--- config.mk ---
export PLATFORM = sky130hd
export DESIGN_NAME = wb_master_arbiter
export DESIGN_NICKNAME = d
export VERILOG_FILES = /design/src/rtl/wb_arb_pkg.sv /design/src/rtl/wb_timeout_cnt.sv /design/src/rtl/wb_master_arbiter.sv
export SDC_FILE = /design/constraint.sdc
export NUM_CORES = 1
export LEC_CHECK = 0
export ABC_AREA = 1
export CAP_MARGIN = 25
export CORE_AREA = 3 3 122 124
export DETAILED_ROUTE_END_ITERATION = 16
export DIE_AREA = 0 0 125 127
export DONT_BUFFER_PORTS = 1
export HOLD_SLACK_MARGIN = 0.12
export PLACE_DENSITY_LB_ADDON = 0.25
export SLEW_MARGIN = 25
export SYNTH_ARGS = -nofsm -noshare
export SYNTH_HDL_FRONTEND = slang
export SYNTH_SLANG_ARGS = --single-unit
--- constraint.sdc ---
create_clock -name wb_clk_i -period 2.8 [get_ports wb_clk_i]
set_input_delay 0.14 -clock wb_clk_i [delete_from_list [all_inputs] [get_ports wb_clk_i]]
set_output_delay 0.14 -clock wb_clk_i [all_outputs]
set_load 0.02 [all_outputs]
--- src/rtl/wb_arb_pkg.sv ---
// Shared types and constants for the two-master Wishbone arbiter.
package wb_arb_pkg;

    typedef enum logic [1:0] {
        IDLE = 2'd0,
        GNT0 = 2'd1,
        GNT1 = 2'd2
    } state_t;

    localparam int unsigned TIMEOUT_CYCLES_DEF = 255;

endpackage

--- src/rtl/wb_timeout_cnt.sv ---
// Stall watchdog: counts strobe cycles without a slave response and
// pulses expire on the last allowed stalled cycle.
module wb_timeout_cnt #(
    parameter int unsigned LIMIT = 255
) (
    input  logic clk,
    input  logic rst,
    input  logic run,
    input  logic clr,
    output logic expire
);

    localparam logic [15:0] LAST = 16'(LIMIT - 1);

    logic [15:0] cnt;

    assign expire = run && (cnt == LAST);

    always_ff @(posedge clk or posedge rst) begin
        if (rst) begin
            cnt <= '0;
        end else if (clr || expire) begin
            cnt <= '0;
        end else if (run) begin
            cnt <= cnt + 16'd1;
        end
    end

endmodule

--- src/rtl/wb_master_arbiter.sv ---
// Two-master Wishbone arbiter: round-robin on contention, no pre-emption,
// zero-gap handoff and a forced bus error when the slave stalls too long.
module wb_master_arbiter
    import wb_arb_pkg::*;
#(
    parameter int unsigned TIMEOUT_CYCLES = TIMEOUT_CYCLES_DEF
) (
    input  logic        wb_clk_i,
    input  logic        wb_rst_i,
    input  logic [31:0] m0_adr_i,
    input  logic [31:0] m0_dat_i,
    input  logic [3:0]  m0_sel_i,
    input  logic        m0_we_i,
    input  logic        m0_cyc_i,
    input  logic        m0_stb_i,
    output logic [31:0] m0_dat_o,
    output logic        m0_ack_o,
    output logic        m0_err_o,
    input  logic [31:0] m1_adr_i,
    input  logic [31:0] m1_dat_i,
    input  logic [3:0]  m1_sel_i,
    input  logic        m1_we_i,
    input  logic        m1_cyc_i,
    input  logic        m1_stb_i,
    output logic [31:0] m1_dat_o,
    output logic        m1_ack_o,
    output logic        m1_err_o,
    output logic [31:0] s_adr_o,
    output logic [31:0] s_dat_o,
    output logic [3:0]  s_sel_o,
    output logic        s_we_o,
    output logic        s_cyc_o,
    output logic        s_stb_o,
    input  logic [31:0] s_dat_i,
    input  logic        s_ack_i,
    input  logic        s_err_i,
    output logic [1:0]  grant_o,
    output logic        timeout_o
);

    state_t state;
    logic   rr;
    logic   sel0, sel1;
    logic   live0, live1;
    logic   release_now;
    logic   expire;

    always_ff @(posedge wb_clk_i or posedge wb_rst_i) begin
        if (wb_rst_i) begin
            state <= IDLE;
            rr    <= 1'b0;
        end else begin
            case (state)
                IDLE: begin
                    if (m0_cyc_i && (!m1_cyc_i || !rr)) begin
                        state <= GNT0;
                        rr    <= 1'b1;
                    end else if (m1_cyc_i) begin
                        state <= GNT1;
                        rr    <= 1'b0;
                    end
                end
                GNT0: begin
                    if (!m0_cyc_i) begin
                        if (m1_cyc_i) begin
                            state <= GNT1;
                            rr    <= 1'b0;
                        end else begin
                            state <= IDLE;
                        end
                    end
                end
                GNT1: begin
                    if (!m1_cyc_i) begin
                        if (m0_cyc_i) begin
                            state <= GNT0;
                            rr    <= 1'b1;
                        end else begin
                            state <= IDLE;
                        end
                    end
                end
                default: state <= IDLE;
            endcase
        end
    end

    assign sel0    = (state == GNT0);
    assign sel1    = (state == GNT1);
    assign grant_o = {sel1, sel0};

    always_comb begin
        s_adr_o = '0;
        s_dat_o = '0;
        s_sel_o = '0;
        s_we_o  = 1'b0;
        s_cyc_o = 1'b0;
        s_stb_o = 1'b0;
        if (sel0) begin
            s_adr_o = m0_adr_i;
            s_dat_o = m0_dat_i;
            s_sel_o = m0_sel_i;
            s_we_o  = m0_we_i;
            s_cyc_o = m0_cyc_i;
            s_stb_o = m0_stb_i;
        end else if (sel1) begin
            s_adr_o = m1_adr_i;
            s_dat_o = m1_dat_i;
            s_sel_o = m1_sel_i;
            s_we_o  = m1_we_i;
            s_cyc_o = m1_cyc_i;
            s_stb_o = m1_stb_i;
        end
    end

    // Responses only reach an owner still in its cycle, so a late ack
    // after cyc drops is swallowed.
    assign live0 = sel0 && m0_cyc_i && m0_stb_i;
    assign live1 = sel1 && m1_cyc_i && m1_stb_i;

    assign m0_dat_o = sel0 ? s_dat_i : '0;
    assign m1_dat_o = sel1 ? s_dat_i : '0;
    assign m0_ack_o = live0 && s_ack_i;
    assign m1_ack_o = live1 && s_ack_i;
    assign m0_err_o = live0 && (s_err_i || expire);
    assign m1_err_o = live1 && (s_err_i || expire);

    assign release_now = (sel0 && !m0_cyc_i) || (sel1 && !m1_cyc_i);

    wb_timeout_cnt #(
        .LIMIT(TIMEOUT_CYCLES)
    ) u_tmo (
        .clk   (wb_clk_i),
        .rst   (wb_rst_i),
        .run   (s_stb_o && !s_ack_i && !s_err_i),
        .clr   (s_ack_i || s_err_i || release_now),
        .expire(expire)
    );

    assign timeout_o = expire;

endmodule

==> key figures <==
Logic synthesis
  – Total number of yosys warnings: 0
  – Average cell area after synthesis: 5.06 sq um
  – Area of the mapped netlist: approximately 0.0029 sq mm
  – Async SR Flop Fraction: 1.00
  – Number of distinct library cells after synthesis: 33
  – Post-synthesis share of cell area spent on full adders, half adders and majority gates: 0.0256
  – Sequential share of the synthesized area: 0.162
  – Area fraction in and, or, nand and nor cells after synthesis: 0.594
  – Largest area contributor in the netlist: sky130_fd_sc_hd__nand2_1
  – Post-synthesis mux area share: 0
  – Main combinational cell family by area after synthesis: simple AND/OR/NAND/NOR gates
  – Xor-xnor portion of the synthesized cell area: 0.00597
  – Most numerous cell types in the synthesized netlist: 255 x sky130_fd_sc_hd__nand2_1, 94 x sky130_fd_sc_hd__inv_1, 85 x sky130_fd_sc_hd__nand3_1
  – Post-synth net total: about 760
  – Share of the synthesized area in the top cell type: 0.326
  – Syn Inst Count: 580
  – Leading cell types by total area after synthesis: sky130_fd_sc_hd__nand2_1 33%, sky130_fd_sc_hd__dfrtp_1 16%, sky130_fd_sc_hd__nand3_1 14%
  – Top-count cell post-synth: sky130_fd_sc_hd__nand2_1
  – Number of synthesized register bits: 19
  – Count of flip-flops with a built-in enable after synthesis: 0
  – Predominant post-synthesis flop cell: sky130_fd_sc_hd__dfrtp_1
  – Compound-cell area share of the yosys netlist: 0.0307

Clock tree
  – Number of setup buffers added after CTS: 0
  – CTS root buf: sky130_fd_sc_hd__clkbuf_16
  – Number of levels the H-tree was split into: 1
  – Maximum clock path buffer count: 2
  – Clock-pin slew on the worst setup and hold paths: roughly 0.05 ns
  – Clock Latency Late Sink: ~0.25 ns
  – CTS Buf Count: 3
  – CTS tree: built
  – Post-cts sizing count: 0
  – CTS Hold Bufs: 2
  – Clock Sinks: 19

Cells and area
  – Layout-stage area growth over the synthesis result: 8.44%
  – Filler-free cell count of the finished design: 740
  – Share of post-route cells with drive strength above 1: 0.0484
  – Final Net Count: around 740

Timing
  – Final period demand of the worst path: about 2.2 ns
  – Pin slew with the least headroom to its limit: a little under 0.8 ns
  – Final critical-path share of the clock period: 0.795
  – Worst Hold Slack: between 0.1 and 0.15 ns
  – Worst-case clock skew: 0.00189 ns
  – Maximum frequency from static timing analysis: 449 MHz
  – Relative slew slack: 0.483
  – Endpoints failing hold: 0
  – Final setup violating endpoints: 0
  – Pins over their slew limit: 0
  – Accumulated negative setup slack: 0 ns
  – RSZ-0062 raised after global routing: false

Setup path
  – Element type at the critical path end: output pin
  – Max stage delay on crit path: around 0.4 ns
  – CP most frequent cell: sky130_fd_sc_hd__inv_1
  – Type of the worst setup path: reg -> out
  – Max stage delay cell, worst path: sky130_fd_sc_hd__dfrtp_1
  – CP startpoint kind: flip-flop
  – Worst path required time: between 2 and 3 ns
  – Arrival time at the worst endpoint: 2.09 ns
  – Cell chain of the critical path: inv_1, ha_4, buf_4, nand2_2, nand2_4, nor2_8, nand3_4, nand2_1, inv_1, nor2_1
  – Worst reg-to-reg path cell count: 12
  – Worst-path fanout max: 32

Global routing
  – Global-route usage over all layers: 0.158
  – Met1 track demand over resource in global routing: 0.150
  – Highest-utilization routing layer at the global route stage: met2
  – Residual overflow from global routing: 0
  – Antenna violations before repair: 2
  – Wire length of the first global-routing pass: between 15 and 20 mm
  – Met3 usage in global routing: 0.0385
  – Largest net degree at the start of global routing: 97
  – Global-route track usage on met2: 0.331
  – Via count of the first global-routing pass: around 3200

Power
  – Pleak: 2.03 nW
  – Worst VDD drop: between 0.0003 and 0.0004 V
  – Power per cell area: 942 mW/mm^2

Drt
  – Average wire per cell in the routed design: 18.6 um
  – Total wire length: between 10 and 15 mm
  – Antenna-violating nets left: 0
  – Via density per instance: between 4 and 5
  – DRT Pass-1 Iters: 4
  – Routed vias: between 3000 and 4000
  – Remaining design rule violation count: 0
  – DRT iter0 DRCs: ~170

Floorplanning
  – Number of top-level pins: 320
  – Vertical die dimension: 127 um
  – Starting density of the core: 0.211
  – Full die area: ~0.016 sq mm
  – Row count: 43
  – Horizontal extent of the die: around 130 um
  – Placeable core area: about 0.014 sq mm

Status
  – Run status: completed

Place
  – DPL Wire Length: about 12 mm
  – Final weighted congestion in routability-driven placement: between 0.8 and 0.9
  – Port-buffer cells: 0
  – Dpl cells: ~730

Min path
  – Worst hold path depth: 2
  – Class of the most critical hold timing path: in -> reg

Run
  – Reported max-cap violation count: 0
## layer usage
| layer | up-vias | wire length (um) |
|---|---|---|
| met3 | 10 | 1070 |
| met4 | 0 | 257 |
| met5 | - | 0 |
| li1 | 1695 | - |
| met1 | 1509 | 4590 |
| met2 | 194 | 7860 |
## placed cells by master, fill, tap and decap left out
master                          instances
sky130_fd_sc_hd__xor2_1                 2
sky130_fd_sc_hd__a21oi_1                3
sky130_fd_sc_hd__ha_1                   4
sky130_fd_sc_hd__nand2_1              255
sky130_fd_sc_hd__and3_1                 1
sky130_fd_sc_hd__nor2_1                44
sky130_fd_sc_hd__clkbuf_1               1
sky130_fd_sc_hd__inv_2                  3
sky130_fd_sc_hd__nor2_8                 1
sky130_fd_sc_hd__nand2_4                3
sky130_fd_sc_hd__a22oi_1                1
sky130_fd_sc_hd__nand3_1               85
sky130_fd_sc_hd__dfrtp_1               19
sky130_fd_sc_hd__ha_4                   2
sky130_fd_sc_hd__nor3b_1                1
sky130_fd_sc_hd__a31oi_1                1
sky130_fd_sc_hd__o22ai_1                2
sky130_fd_sc_hd__diode_2                2
sky130_fd_sc_hd__inv_4                  1
sky130_fd_sc_hd__dlygate4sd3_1          2
sky130_fd_sc_hd__or2_0                  1
sky130_fd_sc_hd__nor3_1                 4
sky130_fd_sc_hd__nand2_2                2
sky130_fd_sc_hd__inv_1                 94
sky130_fd_sc_hd__o21ai_1                1
sky130_fd_sc_hd__nor2_2                 2
sky130_fd_sc_hd__o21bai_1               2
sky130_fd_sc_hd__buf_12                 1
sky130_fd_sc_hd__o21ai_0                4
sky130_fd_sc_hd__nand4_1                3
sky130_fd_sc_hd__nand3_4                2
sky130_fd_sc_hd__nor2_4                 2
sky130_fd_sc_hd__clkbuf_16              3
sky130_fd_sc_hd__a22o_1                 1
sky130_fd_sc_hd__buf_4                  5
## sequential cells by signal, summed over array words and instances, names as in the netlist
signal,count
rr,1
state,2
u_tmo.cnt,16
## power breakdown
group / switching [mW] / leakage, nW / internal [mW]
Combinational: 1.95 / 1.73 / 0.436
Sequential: 0.0208 / 0.262 / 0.295
Clock: 0.104 / 0.0382 / 0.194
Total: 2.07 / 2.03 / 0.925
## path summary, 6_finish.rpt
check | from | endpoint | slack [ns]
max in group asynchronous | wb_rst_i | u_tmo.cnt[1] | 1.84
worst min-delay path | m1_cyc_i | state[1] | 0.13
worst min register to register | rr | rr | 0.51
min in group asynchronous | wb_rst_i | u_tmo.cnt[15] | 0.47
worst max register to register | state[1] | u_tmo.cnt[12] | 0.87
worst max-delay path | state[1] | m0_err_o | 0.57
## worst max-delay path: cells and delay by family, from the launching register on
kind	cells	cell delay, ns
fa+ha+maj	1	0.19
buf+inv	3	0.39
flops	1	0.40
simple gates	6	0.84
## area by class of cell
| type | instances | area, sq um |
|---|---|---|
| flip-flops and latches | 19 | 475 |
| clock buffers | 4 | 78.8 |
| multi-input cells | 429 | 1950 |
| inverters | 98 | 370 |
| fillers | 1627 | 10700 |
| repair buffers | 8 | 77.6 |
| diodes | 2 | 5.00 |
| well taps | 180 | 225 |
## per-stage QoR
step	total power, mW	worst slack, ns	area [sq um]	util
2_1_floorplan	2.34	1.11	2940	-
3_5_place_dp	2.75	0.795	3080	0.222
5_1_grt	3.25	0.411	3180	0.229
3_3_place_gp	2.75	0.802	3080	0.222
6_report	3.00	0.573	3180	0.229
4_1_cts	3.06	0.521	3180	0.229
## kinds of logic after synthesis
family / after synthesis
fa+ha+maj: 6
xor+xnor: 2
buf+inv: 132
compound gates: 15
simple gates: 406
flops: 19
No activity file was read; power rests on OpenSTA's default activity.
